`config.mk`:
```
export PLATFORM = sky130hd
export DESIGN_NAME = bcd_counter_mux_display_flat
export DESIGN_NICKNAME = d
export VERILOG_FILES = /design/src/rtl/bcd_counter_mux_display_pkg.sv /design/src/rtl/bcd_counter_mux_display_if.sv /design/src/rtl/bcd_counter_mux_display_seg_scan_mux.sv /design/src/rtl/bcd_counter_mux_display.sv /design/src/flat_wrapper.sv
export SDC_FILE = /design/constraint.sdc
export NUM_CORES = 1
export LEC_CHECK = 0
export CORE_ASPECT_RATIO = 1.1
export CORE_MARGIN = 8
export CORE_UTILIZATION = 56
export DETAILED_ROUTE_END_ITERATION = 8
export GPL_TIMING_DRIVEN = 0
export PLACE_DENSITY = 0.83
export SLEW_MARGIN = 5
export SYNTH_ARGS = -nofsm -noshare
export SYNTH_HDL_FRONTEND = slang
export SYNTH_SLANG_ARGS = --single-unit
```
`constraint.sdc`:
```
create_clock -name clk -period 5.4 [get_ports clk]
set_clock_uncertainty 0.1 [all_clocks]
set_input_delay 0.54 -clock clk [delete_from_list [all_inputs] [get_ports clk]]
set_output_delay 0.54 -clock clk [all_outputs]
set_load 0.01 [all_outputs]
```
`src/rtl/bcd_counter_mux_display_pkg.sv`:
```
// Shared segment patterns and digit helpers for the multi-digit BCD counter display.
// Patterns are active-low {dp,g,f,e,d,c,b,a} with the decimal point off.
package bcd_disp_pkg;

    localparam logic [7:0] SEG_0     = 8'hC0;
    localparam logic [7:0] SEG_1     = 8'hF9;
    localparam logic [7:0] SEG_2     = 8'hA4;
    localparam logic [7:0] SEG_3     = 8'hB0;
    localparam logic [7:0] SEG_4     = 8'h99;
    localparam logic [7:0] SEG_5     = 8'h92;
    localparam logic [7:0] SEG_6     = 8'h82;
    localparam logic [7:0] SEG_7     = 8'hF8;
    localparam logic [7:0] SEG_8     = 8'h80;
    localparam logic [7:0] SEG_9     = 8'h90;
    localparam logic [7:0] SEG_BLANK = 8'hFF;

    // Any non-BCD code renders as a blank digit; this one is used on purpose for blanking.
    localparam logic [3:0] DIGIT_BLANK = 4'hF;

    function automatic logic bcd_valid(input logic [3:0] digit);
        return digit <= 4'd9;
    endfunction

    function automatic logic [7:0] bcd_to_seg(input logic [3:0] digit, input logic dp);
        logic [7:0] pat;
        case (digit)
            4'd0:    pat = SEG_0;
            4'd1:    pat = SEG_1;
            4'd2:    pat = SEG_2;
            4'd3:    pat = SEG_3;
            4'd4:    pat = SEG_4;
            4'd5:    pat = SEG_5;
            4'd6:    pat = SEG_6;
            4'd7:    pat = SEG_7;
            4'd8:    pat = SEG_8;
            4'd9:    pat = SEG_9;
            default: pat = SEG_BLANK;
        endcase
        pat[7] = ~dp;
        return pat;
    endfunction

endpackage

```
`src/rtl/bcd_counter_mux_display_if.sv`:
```
// Control/data bundle between the board-side driver and the BCD counter display.
interface bcd_counter_mux_display_if #(
    parameter int DIGITS = 4
);
    logic                  load;
    logic [4*DIGITS-1:0]   din;
    logic                  en;
    logic                  up;
    logic [DIGITS-1:0]     dp_in;
    logic [4*DIGITS-1:0]   q;
    logic                  carry;
    logic [7:0]            seg;
    logic [DIGITS-1:0]     an;

    modport master (output load, din, en, up, dp_in, input q, carry, seg, an);
    modport slave  (input load, din, en, up, dp_in, output q, carry, seg, an);
endinterface

```
`src/rtl/bcd_counter_mux_display_seg_scan_mux.sv`:
```
// Digit scanner: prescaler, digit index, leading-zero blanking and registered seg/an drive.
module seg_scan_mux
    import bcd_disp_pkg::*;
#(
    parameter int DIGITS   = 4,
    parameter int SCAN_DIV = 1000,
    parameter int BLANK_LZ = 1
) (
    input  logic                clk,
    input  logic                rst,
    input  logic [4*DIGITS-1:0] q,
    input  logic [DIGITS-1:0]   dp_in,
    output logic [7:0]          seg,
    output logic [DIGITS-1:0]   an
);
    localparam int IW = (DIGITS > 1) ? $clog2(DIGITS) : 1;
    localparam int PW = $clog2(SCAN_DIV);

    logic [PW-1:0]     presc;
    logic [IW-1:0]     idx;
    logic [DIGITS-1:0] blank_vec;
    logic [3:0]        code_sel;
    logic              dp_sel;
    logic              zero_above;

    // NOTE: every always_comb output gets a default first so no path leaves it unassigned (no latch).
    always_comb begin
        blank_vec  = '0;
        zero_above = 1'b1;
        // Walk from the most-significant digit down; a digit is blank while everything above it is zero.
        for (int k = DIGITS - 1; k >= 0; k--) begin
            zero_above = zero_above && (q[4*k +: 4] == 4'd0);
            if (k > 0 && BLANK_LZ != 0) blank_vec[k] = zero_above;
        end
    end

    always_comb begin
        code_sel = 4'd0;
        dp_sel   = 1'b0;
        for (int k = 0; k < DIGITS; k++) begin
            if (idx == IW'(k)) begin
                code_sel = blank_vec[k] ? DIGIT_BLANK : q[4*k +: 4];
                dp_sel   = dp_in[k];
            end
        end
    end

    // NOTE: sequential state uses non-blocking assignments so every register samples pre-edge values.
    always_ff @(posedge clk) begin
        if (!rst) begin
            presc <= '0;
            idx   <= '0;
            an    <= ~DIGITS'(1);
            seg   <= SEG_0;
        end else begin
            if (presc == PW'(SCAN_DIV - 1)) begin
                presc <= '0;
                idx   <= (idx == IW'(DIGITS - 1)) ? '0 : idx + IW'(1);
            end else begin
                presc <= presc + PW'(1);
            end
            an  <= ~(DIGITS'(1) << idx);
            seg <= bcd_to_seg(code_sel, dp_sel);
        end
    end

endmodule

```
`src/rtl/bcd_counter_mux_display.sv`:
```
// N-digit loadable BCD up/down counter with carry/borrow pulse, feeding a multiplexed 7-segment scanner.
module bcd_counter_mux_display
    import bcd_disp_pkg::*;
#(
    parameter int DIGITS   = 4,
    parameter int SCAN_DIV = 1000,
    parameter int BLANK_LZ = 1
) (
    input logic                       clk,
    input logic                       rst,
    bcd_counter_mux_display_if.slave  bus
);
    logic [4*DIGITS-1:0] q, q_next;
    logic                carry, carry_next;
    logic                wrap;
    logic [3:0]          d;
    logic [7:0]          seg;
    logic [DIGITS-1:0]   an;

    always_comb begin
        q_next     = q;
        carry_next = 1'b0;
        wrap       = 1'b1;
        d          = 4'd0;
        if (bus.load) begin
            for (int i = 0; i < DIGITS; i++)
                q_next[4*i +: 4] = bcd_valid(bus.din[4*i +: 4]) ? bus.din[4*i +: 4] : 4'd0;
        end else if (bus.en) begin
            // wrap stays high only while every lower digit rolled over, so it doubles as the carry.
            for (int i = 0; i < DIGITS; i++) begin
                if (wrap) begin
                    d = q[4*i +: 4];
                    if (bus.up) begin
                        wrap             = (d == 4'd9);
                        q_next[4*i +: 4] = wrap ? 4'd0 : d + 4'd1;
                    end else begin
                        wrap             = (d == 4'd0);
                        q_next[4*i +: 4] = wrap ? 4'd9 : d - 4'd1;
                    end
                end
            end
            carry_next = wrap;
        end
    end

    always_ff @(posedge clk) begin
        if (!rst) begin
            q     <= '0;
            carry <= 1'b0;
        end else begin
            q     <= q_next;
            carry <= carry_next;
        end
    end

    seg_scan_mux #(
        .DIGITS   (DIGITS),
        .SCAN_DIV (SCAN_DIV),
        .BLANK_LZ (BLANK_LZ)
    ) u_scan (
        .clk   (clk),
        .rst   (rst),
        .q     (q),
        .dp_in (bus.dp_in),
        .seg   (seg),
        .an    (an)
    );

    assign bus.q     = q;
    assign bus.carry = carry;
    assign bus.seg   = seg;
    assign bus.an    = an;

endmodule

```
`src/flat_wrapper.sv`:
```
// flat-port wrapper written by rule: the top's interface ports become plain ports
module bcd_counter_mux_display_flat import bcd_disp_pkg::*;
#(
    parameter int DIGITS   = 4,
    parameter int SCAN_DIV = 1000,
    parameter int BLANK_LZ = 1
)
  (clk, rst, bus_load, bus_din, bus_en, bus_up, bus_dp_in, bus_q, bus_carry, bus_seg, bus_an);
  bcd_counter_mux_display_if #(.DIGITS(DIGITS)) bus_i ();
  input logic clk;
  input logic rst;
  input wire logic [$bits(bus_i.load)-1:0] bus_load;
  input wire logic [$bits(bus_i.din)-1:0] bus_din;
  input wire logic [$bits(bus_i.en)-1:0] bus_en;
  input wire logic [$bits(bus_i.up)-1:0] bus_up;
  input wire logic [$bits(bus_i.dp_in)-1:0] bus_dp_in;
  output wire logic [$bits(bus_i.q)-1:0] bus_q;
  output wire logic [$bits(bus_i.carry)-1:0] bus_carry;
  output wire logic [$bits(bus_i.seg)-1:0] bus_seg;
  output wire logic [$bits(bus_i.an)-1:0] bus_an;
  assign bus_i.load = bus_load;
  assign bus_i.din = bus_din;
  assign bus_i.en = bus_en;
  assign bus_i.up = bus_up;
  assign bus_i.dp_in = bus_dp_in;
  assign bus_q = bus_i.q;
  assign bus_carry = bus_i.carry;
  assign bus_seg = bus_i.seg;
  assign bus_an = bus_i.an;
  bcd_counter_mux_display #(.DIGITS(DIGITS), .SCAN_DIV(SCAN_DIV), .BLANK_LZ(BLANK_LZ)) u_core (.clk(clk), .rst(rst), .bus(bus_i));
endmodule
```
# Word-level counts from Yosys, hierarchy flattened
# Memories as Yosys holds them, arrays and structs flattened. A register that Yosys moved wholly into a read port is not among the register bits.
# Index checks and enable logic that the tools add are counted.
dict set report classes {
  addsub 10
  order_cmp 4
  n_eq_ne 8
  n_shift 1
  mux 45
  bitwise_logic 5
  reduce_logical 17
}
# op n
set op_table {}
lappend op_table {{two-way mux 4 bit} 26}
lappend op_table {{two-way mux 16 bit} 2}
lappend op_table {{adder 4 x 1 -> 4 bit (second input constant)} 4}
lappend op_table {{== test 4 bit (second input constant)} 4}
lappend op_table {{<= comparator 4 bit (second input constant)} 4}
lappend op_table {{zero test 4 bit} 4}
lappend op_table {{two-way mux 1 bit} 16}
lappend op_table {{subtractor 4 x 1 -> 4 bit (second input constant)} 4}
lappend op_table {{adder 10 x 1 -> 10 bit (second input constant)} 1}
lappend op_table {{== test 10 bit (second input constant)} 1}
lappend op_table {{nonzero test 2 bit} 4}
lappend op_table {{AND reduction 2 bit} 3}
lappend op_table {{== test 2 bit (second input constant)} 2}
lappend op_table {{inverter 1 bit} 4}
lappend op_table {{inverter 4 bit} 1}
lappend op_table {{OR reduction 4 bit} 1}
lappend op_table {{<< shifter 1 x 2 -> 4 bit (first input constant)} 1}
lappend op_table {{adder 2 x 1 -> 2 bit (second input constant)} 1}
lappend op_table {{== test 2 x 1 -> 1 bit (second input constant)} 1}
lappend op_table {{logical AND 1 bit} 2}
lappend op_table {{zero test 2 bit} 1}
lappend op_table {{two-way mux 2 bit} 1}
lappend op_table {{OR reduction 2 bit} 1}
lappend op_table {{zero test 1 bit} 1}
dict set report word_totals {
  register_bits 41
  rom_bits 112
  input_bits 25
  out_inout_bits 29
  wordCells 100
  n_memories 1
}
# name depth width rd rd_clocked_by_memory_dff write_ports line_no
set memory_table {}
lappend memory_table {{(name not given)} 16 7 1 1 0 bcd_counter_mux_display_pkg.sv:26} ;# case (digit)

# Logic depth before layout (Yosys ltp)
# Gate-level depths: netlist of the first run.
dict set report depth {
  depth_word 13
  ltp_mapped 10
  depth_no_buf 9
}

# Modules after synthesis
# Synthesis of the first run repeated with hierarchy kept, for this count alone.
dict set report hier_totals {
  hier_cells 355
  hier_area_um2 2750.1
}
# mod n_inst cells_each area_each_um2 seq_area_each_um2
set by_module_without_submodules {}
lappend by_module_without_submodules {bcd_counter_mux_display 1 204 1471.4 340.3}
lappend by_module_without_submodules {seg_scan_mux 1 151 1278.7 480.5}

# Worst setup path after synthesis of the first run
# No wires, ideal clock.
dict set report synth_path {
  kind {input port to flip-flop}
  startpoint {input port bus_up}
  endpoint {register u_core.q[14], in the netlist u_core.bus.q[14]}
  setup_time_ns 0.061
  t_arrival_ns 2.318
  t_required_ns 5.239
  slack_ns 2.921
  stages 6
  path_buffers 0
  cell_sequence {or3_4 a2111oi_4 nand4_4 or3_1 a21boi_1 o221a_1}
}
dict set report synth_between {
  elab_chain_cells 11
  word_cells_on_any_way 17
  cone_classes {mux: 15; reduce/logical: 2}
}
# element line_no
set synth_lines {}
lappend synth_lines {{from (decl)} flat_wrapper.sv:15} ;# input wire logic [$bits(bus_i.up)-1:0] bus_up;
lappend synth_lines {{two-way mux 1 bit} bcd_counter_mux_display.sv:33} ;# if (bus.up) begin
lappend synth_lines {{two-way mux 1 bit} bcd_counter_mux_display.sv:28} ;# end else if (bus.en) begin
lappend synth_lines {{two-way mux 1 bit} bcd_counter_mux_display.sv:25} ;# if (bus.load) begin
lappend synth_lines {{two-way mux 1 bit} bcd_counter_mux_display.sv:31} ;# if (wrap) begin
lappend synth_lines {{two-way mux 1 bit} bcd_counter_mux_display.sv:28}
lappend synth_lines {{two-way mux 1 bit} bcd_counter_mux_display.sv:25}
lappend synth_lines {{two-way mux 1 bit} bcd_counter_mux_display.sv:31}
lappend synth_lines {{two-way mux 1 bit} bcd_counter_mux_display.sv:28}
lappend synth_lines {{two-way mux 1 bit} bcd_counter_mux_display.sv:25}
lappend synth_lines {{nonzero test 2 bit (no line)} --}
lappend synth_lines {{AND reduction 2 bit (no line)} --}
lappend synth_lines {{to (signal assigned)} bcd_counter_mux_display.sv:51} ;# q <= q_next;
lappend synth_lines {{to (decl)} bcd_counter_mux_display.sv:13} ;# logic [4*DIGITS-1:0] q, q_next;
# Parallel ways exist; a longest one is shown, timed or not. The select of a mux whose other input is x is not followed.
# A chain may end at the register's enable or synchronous reset.

# Final worst setup path of the first run
dict set report layout_path {
  startpoint {register u_core.q[6], in the netlist u_core.bus.q[6]}
  endpoint {register u_core.u_scan.seg[3]}
}
dict set report layout_between {
  elab_chain_cells 6
}
# element line_no
set layout_lines {}
lappend layout_lines {{zero test 4 bit} bcd_counter_mux_display_seg_scan_mux.sv:32} ;# zero_above = zero_above && (q[4*k +: 4] == 4'd0);
lappend layout_lines {{logical AND 1 bit} bcd_counter_mux_display_seg_scan_mux.sv:32}
lappend layout_lines {{two-way mux 4 bit (*)} bcd_counter_mux_display_seg_scan_mux.sv:42} ;# code_sel = blank_vec[k] ? DIGIT_BLANK : q[4*k +: 4];
lappend layout_lines {{two-way mux 4 bit (*) (3 in series)} bcd_counter_mux_display_seg_scan_mux.sv:41} ;# if (idx == IW'(k)) begin
lappend layout_lines {{to (decl)} bcd_counter_mux_display_seg_scan_mux.sv:13} ;# output logic [7:0] seg,
# Mark *: on every way between the ends. The rest lies on a longest branch, timed or not.

==> metrics list, run 1 <==
- Cell type contributing the most total cell area after synthesis: sky130_fd_sc_hd__dfxtp_1
* Final setup violation count: 0
- Summed over all nets, the half-perimeter wirelength after detailed placement is 5678 um.
- Synthesis produced 361 cells.
- Summed over all nets, wire length on met2 after detailed routing comes to 3872 um.
* Drt total wl: 7821 um
- Setup Fix Bufs, Post-CTS: 0
- Post-synthesis adder-cell area fraction: 2.769%
- Sequential cells were found to cover 30.27% of the synthesized design area.
* Pin count of the biggest net entering global routing: 15
* Met1 wire length: 3066 um
* Syn Nets: 392
* Remaining global-route overflow: 0
- In this run the worst path has a maximum fanout of 9.
* Vias: 2924
- WHS Path Cells: 1
- The share of synthesized area in the top cell type comes to 30.27%.
- OpenSTA, run right after detailed placement, puts the worst setup slack at 2.243 ns.
* Total clock buffers created by CTS: 5
- The analysis attributes to cell leakage a power of 1.215 nW.
- Arrival time at the worst endpoint: 3.28 ns
- The floorplan has 26 rows.
* Area fraction in and, or, nand and nor cells after synthesis: 27.69%
- Synthesis instantiated 60 different standard cells from the library.
- At the pin with the least slew margin, the transition time is 0.9481 ns.
- The worst setup path is captured at a register.
* Highest layer used for signal routing: met4
- Measured against the total synthesized area, the mux share comes to 0.3692%.
- The worst hold path belongs to the class register to register.
- Number of enable-type register cells in the synthesized netlist: 0
- Fin worst setup slack: 2.256 ns
* Maximum level of the CTS H-tree: 2
- Using the TritonRoute via totals, the vias-per-cell ratio works out to 6.130.
- Final-report max-slew violation count: 0
- Initial Util: 58.28%
* Chip height: 88.98 um
- The number of antenna diodes in the final layout is 0.
- Dividing the final minimum period by the clock period gives 58.23%.
* Root buffer selected by CTS: sky130_fd_sc_hd__clkbuf_8
- After detailed routing, the number of remaining DRC violations is 0.
- The placed instances occupy a cell area of 3302 sq um.
* Post-synthesis xor/xnor area fraction: 4.845%
* Number of global-route vias before repair: 2735
- The congestion estimate from routability-driven global placement came to 0.9752.
- Latest clock arrival within the worst-skew pair: 0.31 ns
- The floorplan step defined a die boundary enclosing 7327 sq um.
* Synth-to-layout area growth: 26.86%
* Setup repair after global routing missed its margin: no
* Main combinational cell family by area after synthesis: compound AO/OA/AOI/OAI gates
- The run finished with clean final reports.
- The first routing iteration left 156 violations.
* Die width: 82.35 um
- The completed layout was analyzed and its total power is 0.0008096 W.
- Post-layout minimum cycle time: 3.144 ns
* Number of storage elements in the synthesis netlist: 41
- Avg Cell Area, Syn: 7.511 sq um
* Number of synthesis warnings: 0
- # port buffers: 52
- Met3 WL post-DR: 615 um
* Max capacitance violation total: 0
- PD cells: 235.4 nW/um^2
- Number of nets still failing antenna checks after routing: 0
- Clock tree from TritonCTS: done
* Worst slack on hold paths: 0.3494 ns
- The final number of hold-violating endpoints is 0.
- Counting cells, the worst reg-to-reg path comes to 7.
- Clock transition at path regs: 0.08 ns
- Bufs on Longest Clock Path: 2
- In the final design database the tool counted 451 nets.
- Data on the critical path is required at its endpoint by 5.53 ns.
- Post-synthesis async set-or-reset flop share: 0%
- The synthesized netlist devotes 28.06% of its cell area to compound gates.
- First-pass GRT wire length: 12580 um
- Total negative setup slack: 0 ns
- After clock tree synthesis, the repair step resized 0 gates.
- IR drop worst, VDD: 0.0001061 V
- The number of antenna violations at the first check in global routing came to 0.
* Relative slew slack: 36.21%
- Post-route standard cell area excluding fillers: 3440 sq um
- STA classifies the critical path startpoint as a register.
- Netlist Area Pre-Place: 2711 sq um
* First-pass iteration count of the detailed router: 5
- Max Fclk: 0.3180 GHz
- Cells with a size suffix above 1 make up 4.751% of the layout.
- After detailed routing, the average wire length per cell comes to 16.40 um.
- Total global-route track usage: 21.63%
- Hold bufs inserted after CTS: 0
- The critical path is of the register to register type.
- Among all flip-flop cells after synthesis, the most frequent one is sky130_fd_sc_hd__dfxtp_1.
- Clock sinks: 41
- Io pins: 54
* Area inside the core boundary: 4652 sq um
- Top cells by area in the synthesized netlist: sky130_fd_sc_hd__dfxtp_1, sky130_fd_sc_hd__o21ai_0, sky130_fd_sc_hd__nor2_1, sky130_fd_sc_hd__nand2_1, sky130_fd_sc_hd__a21oi_1
[state kept, by name, indices dropped and copies added, names as in the netlist]
name                 flops
u_core.u_scan.presc     10
u_core.bus.carry         1
u_core.u_scan.idx        2
u_core.bus.q            16
u_core.u_scan.seg        8
u_core.u_scan.an         4
[worst max-delay path, stage by stage, from the launching register on]
cell                        delay (ns)
sky130_fd_sc_hd__dfxtp_1          0.32
sky130_fd_sc_hd__clkbuf_1         0.25
sky130_fd_sc_hd__nor4_1           0.84
sky130_fd_sc_hd__a21oi_1          0.23
sky130_fd_sc_hd__a2111oi_4        0.47
sky130_fd_sc_hd__ha_1             0.33
sky130_fd_sc_hd__or3_1            0.37
sky130_fd_sc_hd__a31oi_1          0.16
[through the flow]
step | util (%) | std cells
2_1_floorplan | - | 361
3_3_place_gp | 70.98 | 469
3_5_place_dp | 70.98 | 469
4_1_cts | 73.94 | 477
5_1_grt | 73.94 | 477
6_report | 73.94 | 477
[final timing paths]
check / slack [ns] / from / to
worst max-delay path: 2.26 / u_core.bus.q[6] / u_core.u_scan.seg[3]
worst min-delay path: 0.35 / u_core.u_scan.presc[0] / u_core.u_scan.presc[0]
worst max register to register: 2.26 / u_core.bus.q[6] / u_core.u_scan.seg[3]
worst min register to register: 0.35 / u_core.u_scan.presc[0] / u_core.u_scan.presc[0]
[routing by layer]
layer	vias to the layer above	track usage (%)
met3	25	3.320
met2	138	37.85
met5	-	0
met1	1339	24.59
met4	0	10.86
li1	1422	-
[placed cells by master (no fill, tap or decap), types with 8 or more instances in the layout]
cell                              count
sky130_fd_sc_hd__nand3_1             15
sky130_fd_sc_hd__nor2_1              37
sky130_fd_sc_hd__xor2_1               8
sky130_fd_sc_hd__clkdlybuf4s50_1     52
sky130_fd_sc_hd__a31oi_1             10
sky130_fd_sc_hd__a21oi_1             25
sky130_fd_sc_hd__o21ai_0             29
sky130_fd_sc_hd__nand2_1             34
sky130_fd_sc_hd__inv_1               13
sky130_fd_sc_hd__dfxtp_1             41
sky130_fd_sc_hd__clkbuf_1            26
sky130_fd_sc_hd__nor3_1              14
[cell families after synthesis]
logic type,after synthesis
compound gates,112
flops,41
buf+inv,41
fa+ha+maj,6
xor+xnor,15
mux,1
simple gates,145
[synthesized netlist by cell type, types with 3 or more instances]
library cell and n:
sky130_fd_sc_hd__o211ai_1 4, sky130_fd_sc_hd__a31oi_1 10, sky130_fd_sc_hd__a21oi_1 25, sky130_fd_sc_hd__xnor2_1 7
sky130_fd_sc_hd__a21boi_0 3, sky130_fd_sc_hd__a21o_1 3, sky130_fd_sc_hd__nor3b_1 3, sky130_fd_sc_hd__nand2_1 34
sky130_fd_sc_hd__o31ai_1 3, sky130_fd_sc_hd__nand3_1 15, sky130_fd_sc_hd__nor2b_1 3, sky130_fd_sc_hd__ha_1 6
sky130_fd_sc_hd__inv_1 13, sky130_fd_sc_hd__nor4_1 3, sky130_fd_sc_hd__clkbuf_1 26, sky130_fd_sc_hd__nor2_1 37
sky130_fd_sc_hd__or3_1 6, sky130_fd_sc_hd__o21a_1 4, sky130_fd_sc_hd__o21ai_0 29, sky130_fd_sc_hd__a211oi_1 7
sky130_fd_sc_hd__and2_1 3, sky130_fd_sc_hd__nand3b_1 3, sky130_fd_sc_hd__dfxtp_1 41, sky130_fd_sc_hd__nor3_1 14
sky130_fd_sc_hd__and3_1 5, sky130_fd_sc_hd__xor2_1 8, sky130_fd_sc_hd__nand2b_1 6
[layout make-up]
cell class / count / area (sq um)
Fill cell: 384 / 1212
Buffer: 28 / 113.9
Clock inverter: 3 / 68.82
Clock buffer: 5 / 68.82
Sequential cell: 41 / 820.8
Tap cell: 56 / 70.07
Inverter: 13 / 48.80
Timing Repair Buffer: 52 / 520.5
Multi-Input combinational cell: 279 / 1728
[power by group]
group	internal [W]	switching (W)	leakage, nW
Combinational	0.0000811	0.0000994	0.811
Clock	0.000186	0.000118	0.0687
Sequential	0.000315	0.00000946	0.335
Power figures use the tool's default switching activity.
==> run 2, diff against run 1 <==
--- a/config.mk
+++ b/config.mk
@@ -7,10 +7,10 @@
 export LEC_CHECK = 0
 export CORE_ASPECT_RATIO = 1.1
 export CORE_MARGIN = 8
-export CORE_UTILIZATION = 56
+export CORE_UTILIZATION = 52
 export DETAILED_ROUTE_END_ITERATION = 8
 export GPL_TIMING_DRIVEN = 0
-export PLACE_DENSITY = 0.83
+export PLACE_DENSITY = 0.77
 export SLEW_MARGIN = 5
 export SYNTH_ARGS = -nofsm -noshare
 export SYNTH_HDL_FRONTEND = slang
==> constraint.sdc (replaced) <==
create_clock -name clk -period 2.9 [get_ports clk]
set_clock_uncertainty 0.1 [all_clocks]
set_input_delay 0.29 -clock clk [delete_from_list [all_inputs] [get_ports clk]]
set_output_delay 0.29 -clock clk [all_outputs]
set_load 0.01 [all_outputs]
==> run 2 against run 1 <==
Compared with the run above: design area up 0.22%; clock-buffer cell count up 1; sequential power up 86%; global-route usage down 2.1 points; routed wire length down 2.9%; first-iteration DRC count up 9.0%; die area up 6.2%; largest power group unchanged; maximum frequency up 15%; largest cell class unchanged; worst hold slack worse by 0.0053 ns; cell count up 0.42%; critical path depth unchanged.
==> metrics list, run 2 (same netlist as run 1, synthesis figures left out) <==
* Outcome: finished clean (unchanged)
- The worst min-delay path endpoint is u_core.bus.q[0] (was u_core.u_scan.presc[0]).
- The class of the tightest hold or removal check is input pin to register (was register to register).
- Avg Vias per Cell: 5.939 (was 6.130)
- Number of nets still failing antenna checks after routing: 0 (unchanged)
* Area inside the core boundary: 5034 sq um (was 4652 sq um)
- Largest register by flop count: u_core.bus.q (unchanged)
- First-pass iteration count of the detailed router: 4 (was 5)
- Sequential share of power: 42.3% (was 40.1%)
* Leakage power summed over all cells: 1.216 nW (was 1.215 nW)
- The startpoint of the lowest-slack register-to-register path is u_core.bus.q[11] (was u_core.bus.q[6]).
* Die width: 84.85 um (was 82.35 um)
- Maximum single-stage delay on the critical path: 0.53 ns (was 0.84 ns)
* Critical Path End Type: register (unchanged)
- R2R depth: 7 (unchanged)
- Number of flip-flops under the largest register name: 16 (unchanged)
* Max Fclk: 0.3648 GHz (was 0.3180 GHz)
- Clock transition at path regs: 0.08 ns (about the same)
- Total clock buffers created by CTS: 5 (unchanged)
- Pin count of the biggest net entering global routing: 14 (was 15)
- The final number of hold-violating endpoints came to 0 (unchanged).
* Count of inserted antenna diode cells: 0 (unchanged)
- First-pass GRT wire length: 12690 um (was 12580 um)
- Chip height: 91.74 um (was 88.98 um)
* Cell internal pwr: 0.001022 W (was 0.0005824 W)
- IR drop worst, VDD: 0.0002265 V (was 0.0001061 V)
* Number of global-route vias before repair: 2638 (was 2735)
* Final cycle utilization of the critical path: 94.52% (was 58.23%)
- The endpoint required time on the critical path is 3.02 ns (was 5.53 ns).
* Post-Place Cell Area: 3304 sq um (was 3302 sq um)
* Arrival time at the worst endpoint: 2.86 ns (was 3.28 ns)
- The detailed-route via count came to 2845 (was 2924).
* Initial Util: 53.87% (was 58.28%)
* Relative slew slack: 58.70% (was 36.21%)
- The share of power burned in the clock network is 34.2% (was 37.6%).
- The kind of start point of the critical path was a register (unchanged).
- Registers with the most flip-flops: u_core.bus.q: 16 flops, u_core.u_scan.presc: 10 flops, u_core.u_scan.seg: 8 flops (unchanged)
* Maximum fanout along the worst path: 9 (unchanged)
- Library cell contributing the largest single delay on the critical path: sky130_fd_sc_hd__a2111oi_4 (was sky130_fd_sc_hd__nor4_1)
- Startpoint of the most critical hold path: bus_en (was u_core.u_scan.presc[0])
- The area added between synthesis and finish was 27.13% (was 26.86%).
* Num rows: 27 (was 26)
* Antenna violations before repair: 0 (unchanged)
- The latest clock arrival within the worst-skew pair came to 0.30 ns (was 0.31 ns).
* Maximum level of the CTS H-tree: 2 (unchanged)
- The class of the most critical setup path is register to register (unchanged).
* Average routed wire per standard cell: 15.85 um (was 16.40 um)
- The terminus of the critical flop-to-flop path was u_core.u_scan.seg[3] (unchanged).
- Setup repair after global routing missed its margin: yes (was no).
* Combinational Power Share: 23.5% (was 22.3%)
- The total routing usage reported by global routing was 19.55% (was 21.63%).
- Critical path, cell by cell: clkbuf_1 -> nor4_4 -> nand2_1 -> a2111oi_4 -> ha_1 -> or3_1 -> a31oi_1 (was clkbuf_1 -> nor4_1 -> a21oi_1 -> a2111oi_4 -> ha_1 -> or3_1 -> a31oi_1).
- The number of maximum-capacitance violations was 0 (unchanged).
- The power density normalized to cell area is 415.4 nW/um^2 (was 235.4 nW/um^2).
- The count of unresolved DRC violations after routing came to 0 (unchanged).
* WHS Path Cells: 3 (was 1)
- The total of buffers placed on input and output ports is 52 (unchanged).
* Final net count: 451 (unchanged)
- Commonest non-fill, non-tap cells in the layout: sky130_fd_sc_hd__clkdlybuf4s50_1, sky130_fd_sc_hd__dfxtp_1, sky130_fd_sc_hd__nor2_1, sky130_fd_sc_hd__nand2_1, sky130_fd_sc_hd__o21ai_0 (unchanged)
- The post-detailed-placement half-perimeter wirelength came to 5585 um (was 5678 um).
- Switching share of power: 28.63% (was 28.06%)
- The most common library cell in the layout ignoring fill and taps is sky130_fd_sc_hd__clkdlybuf4s50_1 (unchanged).
- Overall die area: 7784 sq um (was 7327 sq um)
- The CTS tree was done (unchanged).
- Clock sinks: 41 (unchanged)
- The maximum number of buffers from clock root to sink came to 2 (unchanged).
* Root buffer selected by CTS: sky130_fd_sc_hd__clkbuf_8 (unchanged)
- The count of boundary I/O pins is 54 (unchanged).
- Total negative setup slack: 0 ns (unchanged)
- Final-report max-slew violation count: 0 (unchanged)
- The reg2reg setup slack came to 0.16 ns (was 2.26 ns).
* Tightest Pin Transition: 0.6195 ns (was 0.9481 ns)
- The total net switching power is 0.0004100 W (was 0.0002272 W).
- The minimum clock period after layout was 2.741 ns (was 3.144 ns).
- The routability congestion estimate was 0.8744 (was 0.9752).
* Drt total wl: 7592 um (was 7821 um)
* Remaining global-route overflow: 0 (unchanged)
* Proportion of layout cells with a drive suffix above 1: 5.463% (was 4.751%)
- The number of DRC markers after the initial detailed-route iteration was 170 (was 156).
- The total of endpoints with negative setup slack in the final report was 0 (unchanged).
- The final design area excluding fillers came to 3447 sq um (was 3440 sq um).
-- run 2: changes by cell type in the layout (fill, tap and decap cells not counted) --
cell                         delta
sky130_fd_sc_hd__buf_4          +2
sky130_fd_sc_hd__clkbuf_1       -2
sky130_fd_sc_hd__bufinv_16      -1
sky130_fd_sc_hd__clkbuf_8       +1
sky130_fd_sc_hd__clkinvlp_4     +1
sky130_fd_sc_hd__inv_6          -1
sky130_fd_sc_hd__nor4_1         -1
sky130_fd_sc_hd__nor4_4         +1
-- run 2: worst max-delay path: cells and delay by family, from the launching register on --
kind                     cells  cell delay [ns]
AO/OA/AOI/OAI                2             0.70
adder cells (fa/ha/maj)      1             0.32
buffers and inverters        1             0.23
flip-flops                   1             0.32
AND/OR/NAND/NOR              3             0.99
-- run 2: worst max path at each step --
stage                                     from  slack [ns]                    to
after CTS                     u_core.bus.q[11]       0.007  u_core.u_scan.seg[3]
final                         u_core.bus.q[11]        0.16  u_core.u_scan.seg[3]
after global routing          u_core.bus.q[11]       -0.05  u_core.u_scan.seg[3]
after global placement                  bus_up      -0.006      u_core.bus.q[14]
after detailed placement                bus_up       0.001      u_core.bus.q[14]
after floorplan           u_core.u_scan.idx[0]        0.43  u_core.u_scan.seg[3]
-- run 2: power by group through the flow --
stage / combinational, W / clock, W / sequential (W)
2_1_floorplan: 0.000191 / 0 / 0.000625
4_1_cts: 0.000328 / 0.000491 / 0.000605
3_3_place_gp: 0.000323 / 0 / 0.000618
3_5_place_dp: 0.000327 / 0 / 0.000618
6_report: 0.000336 / 0.000489 / 0.000606
5_1_grt: 0.000367 / 0.000516 / 0.000610
-- run 2: through the flow --
stage / setup slack (ns) / cells / hold slack, ns / total power [W] / util [%]
floorplan: 0.4292 / 361 / 0.3176 / 0.0008165 / -
finish: 0.1590 / 479 / 0.3441 / 0.001432 / 68.48
detailed placement: 0.001432 / 471 / 0.3396 / 0.0009450 / 65.65
global route: -0.04604 / 479 / 0.3816 / 0.001493 / 68.48
CTS: 0.006877 / 479 / 0.3464 / 0.001424 / 68.03
global placement: -0.005587 / 471 / 0.3295 / 0.0009405 / 65.65
-- run 2: metal layers --
metal  global-route usage (%)  part of all wire (%)  up-vias
met5                        0                     0        -
met4                    8.024                   1.6        0
li1                         -                     -     1419
met2                    33.11                    49       92
met1                    23.86                    42     1322
met3                    3.390                   6.7       12
-- run 2: layout make-up --
type / count / area, sq um
clock buffers: 6 / 82.58
plain buffers: 26 / 106.4
multi-input cells: 279 / 1743
clock inverters: 2 / 37.54
repair buffers: 54 / 535.5
flip-flops and latches: 41 / 820.8
inverters: 13 / 48.80
fillers: 453 / 1587
well taps: 58 / 72.57
-- run 2: repair_timing --
item | in CTS | in global routing
endpoints found under the setup margin | 0 | 7
gates resized for setup | 0 | 2
hold buffers | 0 | 0
buffers inserted | 0 | 2
==> run 3, diff against run 2 <==
--- a/config.mk
+++ b/config.mk
@@ -10,8 +10,10 @@
 export CORE_UTILIZATION = 52
 export DETAILED_ROUTE_END_ITERATION = 8
 export GPL_TIMING_DRIVEN = 0
-export PLACE_DENSITY = 0.77
+export PLACE_DENSITY = 0.8
+export REMOVE_ABC_BUFFERS = 1
 export SLEW_MARGIN = 5
 export SYNTH_ARGS = -nofsm -noshare
 export SYNTH_HDL_FRONTEND = slang
 export SYNTH_SLANG_ARGS = --single-unit
+export TNS_END_PERCENT = 50
==> run 3 against run 2 <==
Compared with the run above: flip-flop and latch count is the same; cell count shrank 5.6%; power shrank 2.0%; combinational power shrank 15%; global-route usage shrank 2.5 points; worst setup slack improved by 0.048 ns; largest cell class unchanged; largest power group unchanged; highest routed layer unchanged.
==> metrics list, run 3 (same netlist as run 1, synthesis figures left out) <==
- The count of unresolved DRC violations after routing was 0 (unchanged).
* First-pass GRT wire length: 11390 um (was 12690 um)
- The worst IR drop on VDD came to 0.0002280 V (was 0.0002265 V).
- Remaining global-route overflow: 0 (unchanged)
- The number of DRC markers after the initial detailed-route iteration came to 208 (was 170).
- Clock tree from TritonCTS: done (unchanged)
* Source of the worst register-to-register timing path: u_core.bus.q[8] (was u_core.bus.q[11])
- Num rows: 27 (unchanged)
* Critical path, cell by cell: nor4_4 -> nand2_1 -> a2111oi_4 -> ha_1 -> or3_1 -> a31oi_1 (was clkbuf_1 -> nor4_4 -> nand2_1 -> a2111oi_4 -> ha_1 -> or3_1 -> a31oi_1)
- Initial Util: 53.87% (unchanged)
- Relative slew slack: 47.36% (was 58.70%)
- Critical Path End Type: register (unchanged)
- Final hold violations: 0 (unchanged)
- The number of cells on the worst reg-to-reg path is 6 (was 7).
- Maximum level of the CTS H-tree: 2 (unchanged)
- The area of placed instances was 3201 sq um (was 3304 sq um).
- The chip width is 84.85 um (unchanged).
* Tightest Pin Transition: 0.7872 ns (was 0.6195 ns)
* Total Power: 0.001404 W (was 0.001432 W)
- Final-report max-slew violation count: 0 (unchanged)
- The number of antenna violations at the first check in global routing came to 0 (unchanged).
- The number of CTS-inserted buffers is 5 (unchanged).
- Total global-route track usage: 17.00% (was 19.55%)
- The worst setup path endpoint was u_core.u_scan.seg[3] (unchanged).
- The power density normalized to cell area is 419.6 nW/um^2 (was 415.4 nW/um^2).
- The core box area came to 5034 sq um (unchanged).
* Arrival time at the worst endpoint: 2.81 ns (was 2.86 ns)
* Maximum fanout along the worst path: 12 (was 9)
- The final antenna diode count came to 0 (unchanged).
- The clock sink count came to 41 (unchanged).
- The overall die area was 7784 sq um (unchanged).
- Clock transition at path regs: 0.08 ns (about the same)
* Vias: 2682 (was 2845)
* Number of flip-flops under the largest register name: 16 (unchanged)
- The number of vias per cell came to 5.934 (was 5.939).
* Outcome: finished clean (unchanged)
- The final design area excluding fillers was 3346 sq um (was 3447 sq um).
- The maximum number of buffers from clock root to sink came to 2 (unchanged).
- Kind of critical path: register to register (unchanged)
- Drt total wl: 6612 um (was 7592 um)
- The area added between synthesis and finish came to 23.40% (was 27.13%).
- Finished Layout Cells: 452 (was 479)
- The ratio of cells with drive above 1 in the final layout was 5.076% (was 5.463%).
- The total of endpoints with negative setup slack in the final report came to 0 (unchanged).
- The reg2reg setup slack is 0.21 ns (was 0.16 ns).
- Pin count of the biggest net entering global routing: 32 (was 14)
- The cell with the biggest individual delay on the critical path is sky130_fd_sc_hd__a2111oi_4 (unchanged).
- Timing startpoint of the critical path: u_core.bus.q[8] (was u_core.bus.q[11])
- Final cycle utilization of the critical path: 92.88% (was 94.52%)
- Registers with the most flip-flops: u_core.bus.q: 16 flops, u_core.u_scan.presc: 10 flops, u_core.u_scan.seg: 8 flops (unchanged)
* Number of nets still failing antenna checks after routing: 0 (unchanged)
* Placed wire-length estimate after detailed placement: 4648 um (was 5585 um)
* Type of the most critical hold path: register to register (was input pin to register)
- The fill cell total of the finished layout came to 430 (was 453).
* End of the worst register-to-register path: u_core.u_scan.seg[3] (unchanged)
- Worst Setup Start Kind: register (unchanged)
- The setup fix buffers added after clock tree synthesis came to 0 (unchanged).
- Latest clock arrival within the worst-skew pair: 0.29 ns (was 0.30 ns)
* Final net count: 424 (was 451)
- The height of the die is 91.74 um (unchanged).
- First-pass iteration count of the detailed router: 4 (unchanged)
* Leakage power summed over all cells: 1.174 nW (was 1.216 nW)
- The routability congestion estimate came to 0.8244 (was 0.8744).
- Setup repair after global routing missed its margin: no (was yes)
- The endpoint required time on the critical path was 3.01 ns (was 3.02 ns).
* Maximum single-stage delay on the critical path: 0.52 ns (was 0.53 ns)
- Post-layout minimum cycle time: 2.693 ns (was 2.741 ns)
- The register with the most flip-flops is u_core.bus.q (unchanged).
- Max capacitance violation total: 0 (unchanged)
- Root buffer selected by CTS: sky130_fd_sc_hd__clkbuf_8 (unchanged)
- Io pins: 54 (unchanged)
* Commonest non-fill, non-tap cells in the layout: sky130_fd_sc_hd__clkdlybuf4s50_1, sky130_fd_sc_hd__dfxtp_1, sky130_fd_sc_hd__nor2_1, sky130_fd_sc_hd__nand2_1, sky130_fd_sc_hd__o21ai_0 (unchanged)
* # port buffers: 53 (was 52)
- The number of buffers inserted for hold repair after clock tree synthesis is 0 (unchanged).
* Max Fclk: 0.3713 GHz (was 0.3648 GHz)
* Number of global-route vias before repair: 2505 (was 2638)
- The final routed wire length divided by cell count came to 14.63 um (was 15.85 um).
- Leading cell type in the layout, fill and taps excluded: sky130_fd_sc_hd__clkdlybuf4s50_1 (unchanged)
- The placed cell count came to 444 (was 471).
-- run 3: cell types whose count changed in the layout (fill, tap and decap cells not counted) --
cell	delta
sky130_fd_sc_hd__buf_2	-1
sky130_fd_sc_hd__buf_4	-2
sky130_fd_sc_hd__buf_6	-1
sky130_fd_sc_hd__clkbuf_1	-24
sky130_fd_sc_hd__clkdlybuf4s15_2	+1
sky130_fd_sc_hd__nor4_2	-1
sky130_fd_sc_hd__nor4_4	+1
-- run 3: report_power, final --
group          internal, W  switching, W  total, W
Sequential        0.000587     0.0000508  0.000638
Combinational     0.000146      0.000139  0.000285
Clock             0.000280      0.000201  0.000481
Total              0.00101      0.000391   0.00140
-- run 3: area by class of cell --
type / instances / area [sq um] / share of cell area (%)
clock buffer: 6 / 82.58 / 2.468
clock inverter: 2 / 37.54 / 1.122
inverter: 13 / 48.80 / 1.458
multi-input combinational: 279 / 1752 / 52.36
sequential: 41 / 820.8 / 24.53
tap: 58 / 72.57 / 2.169
timing repair buffer: 53 / 531.8 / 15.89
-- run 3: repair_timing --
item	4_1_cts	5_1_grt
setup endpoints to repair	10	2
resized for setup	3	3
pin swaps	0	1
-- run 3: worst min-delay path by stage --
stage          cells past startpoint  slack [ns]                    from                endpoint
3_3_place_gp                       1        0.34  u_core.u_scan.presc[0]  u_core.u_scan.presc[0]
3_5_place_dp                       1        0.35  u_core.u_scan.presc[0]  u_core.u_scan.presc[0]
6_report                           1        0.36  u_core.u_scan.presc[0]  u_core.u_scan.presc[0]
2_1_floorplan                      1        0.25                     rst    u_core.u_scan.seg[7]
4_1_cts                            1        0.36  u_core.u_scan.presc[0]  u_core.u_scan.presc[0]
5_1_grt                            1        0.38  u_core.u_scan.presc[0]  u_core.u_scan.presc[0]
-- run 3: stage by stage --
stage	setup slack (ns)	util, %	setup TNS, ns	hold WS [ns]
6_report	0.2066	66.47	0	0.3603
5_1_grt	0.008179	66.47	0	0.3810
4_1_cts	0.09060	66.00	0	0.3622
3_5_place_dp	-0.7705	63.58	-6.369	0.3507
3_3_place_gp	-0.6952	63.58	-5.628	0.3364
2_1_floorplan	0.3921	-	0	0.2519
-- run 3: critical path: cells and delay by family (launching register included) --
kind / cells / cell delay, ns
AND/OR/NAND/NOR: 3 / 1.03
AO/OA/AOI/OAI: 2 / 0.68
flip-flops: 1 / 0.47
adder cells (fa/ha/maj): 1 / 0.32
-- run 3: per-layer routing --
layer | wire [um] | vias up | GRT usage [%]
li1 | - | 1373 | -
met2 | 3130 | 61 | 29.24
met1 | 3094 | 1242 | 20.47
met3 | 331 | 6 | 4.460
met4 | 56 | 0 | 4.309
met5 | 0 | - | 0
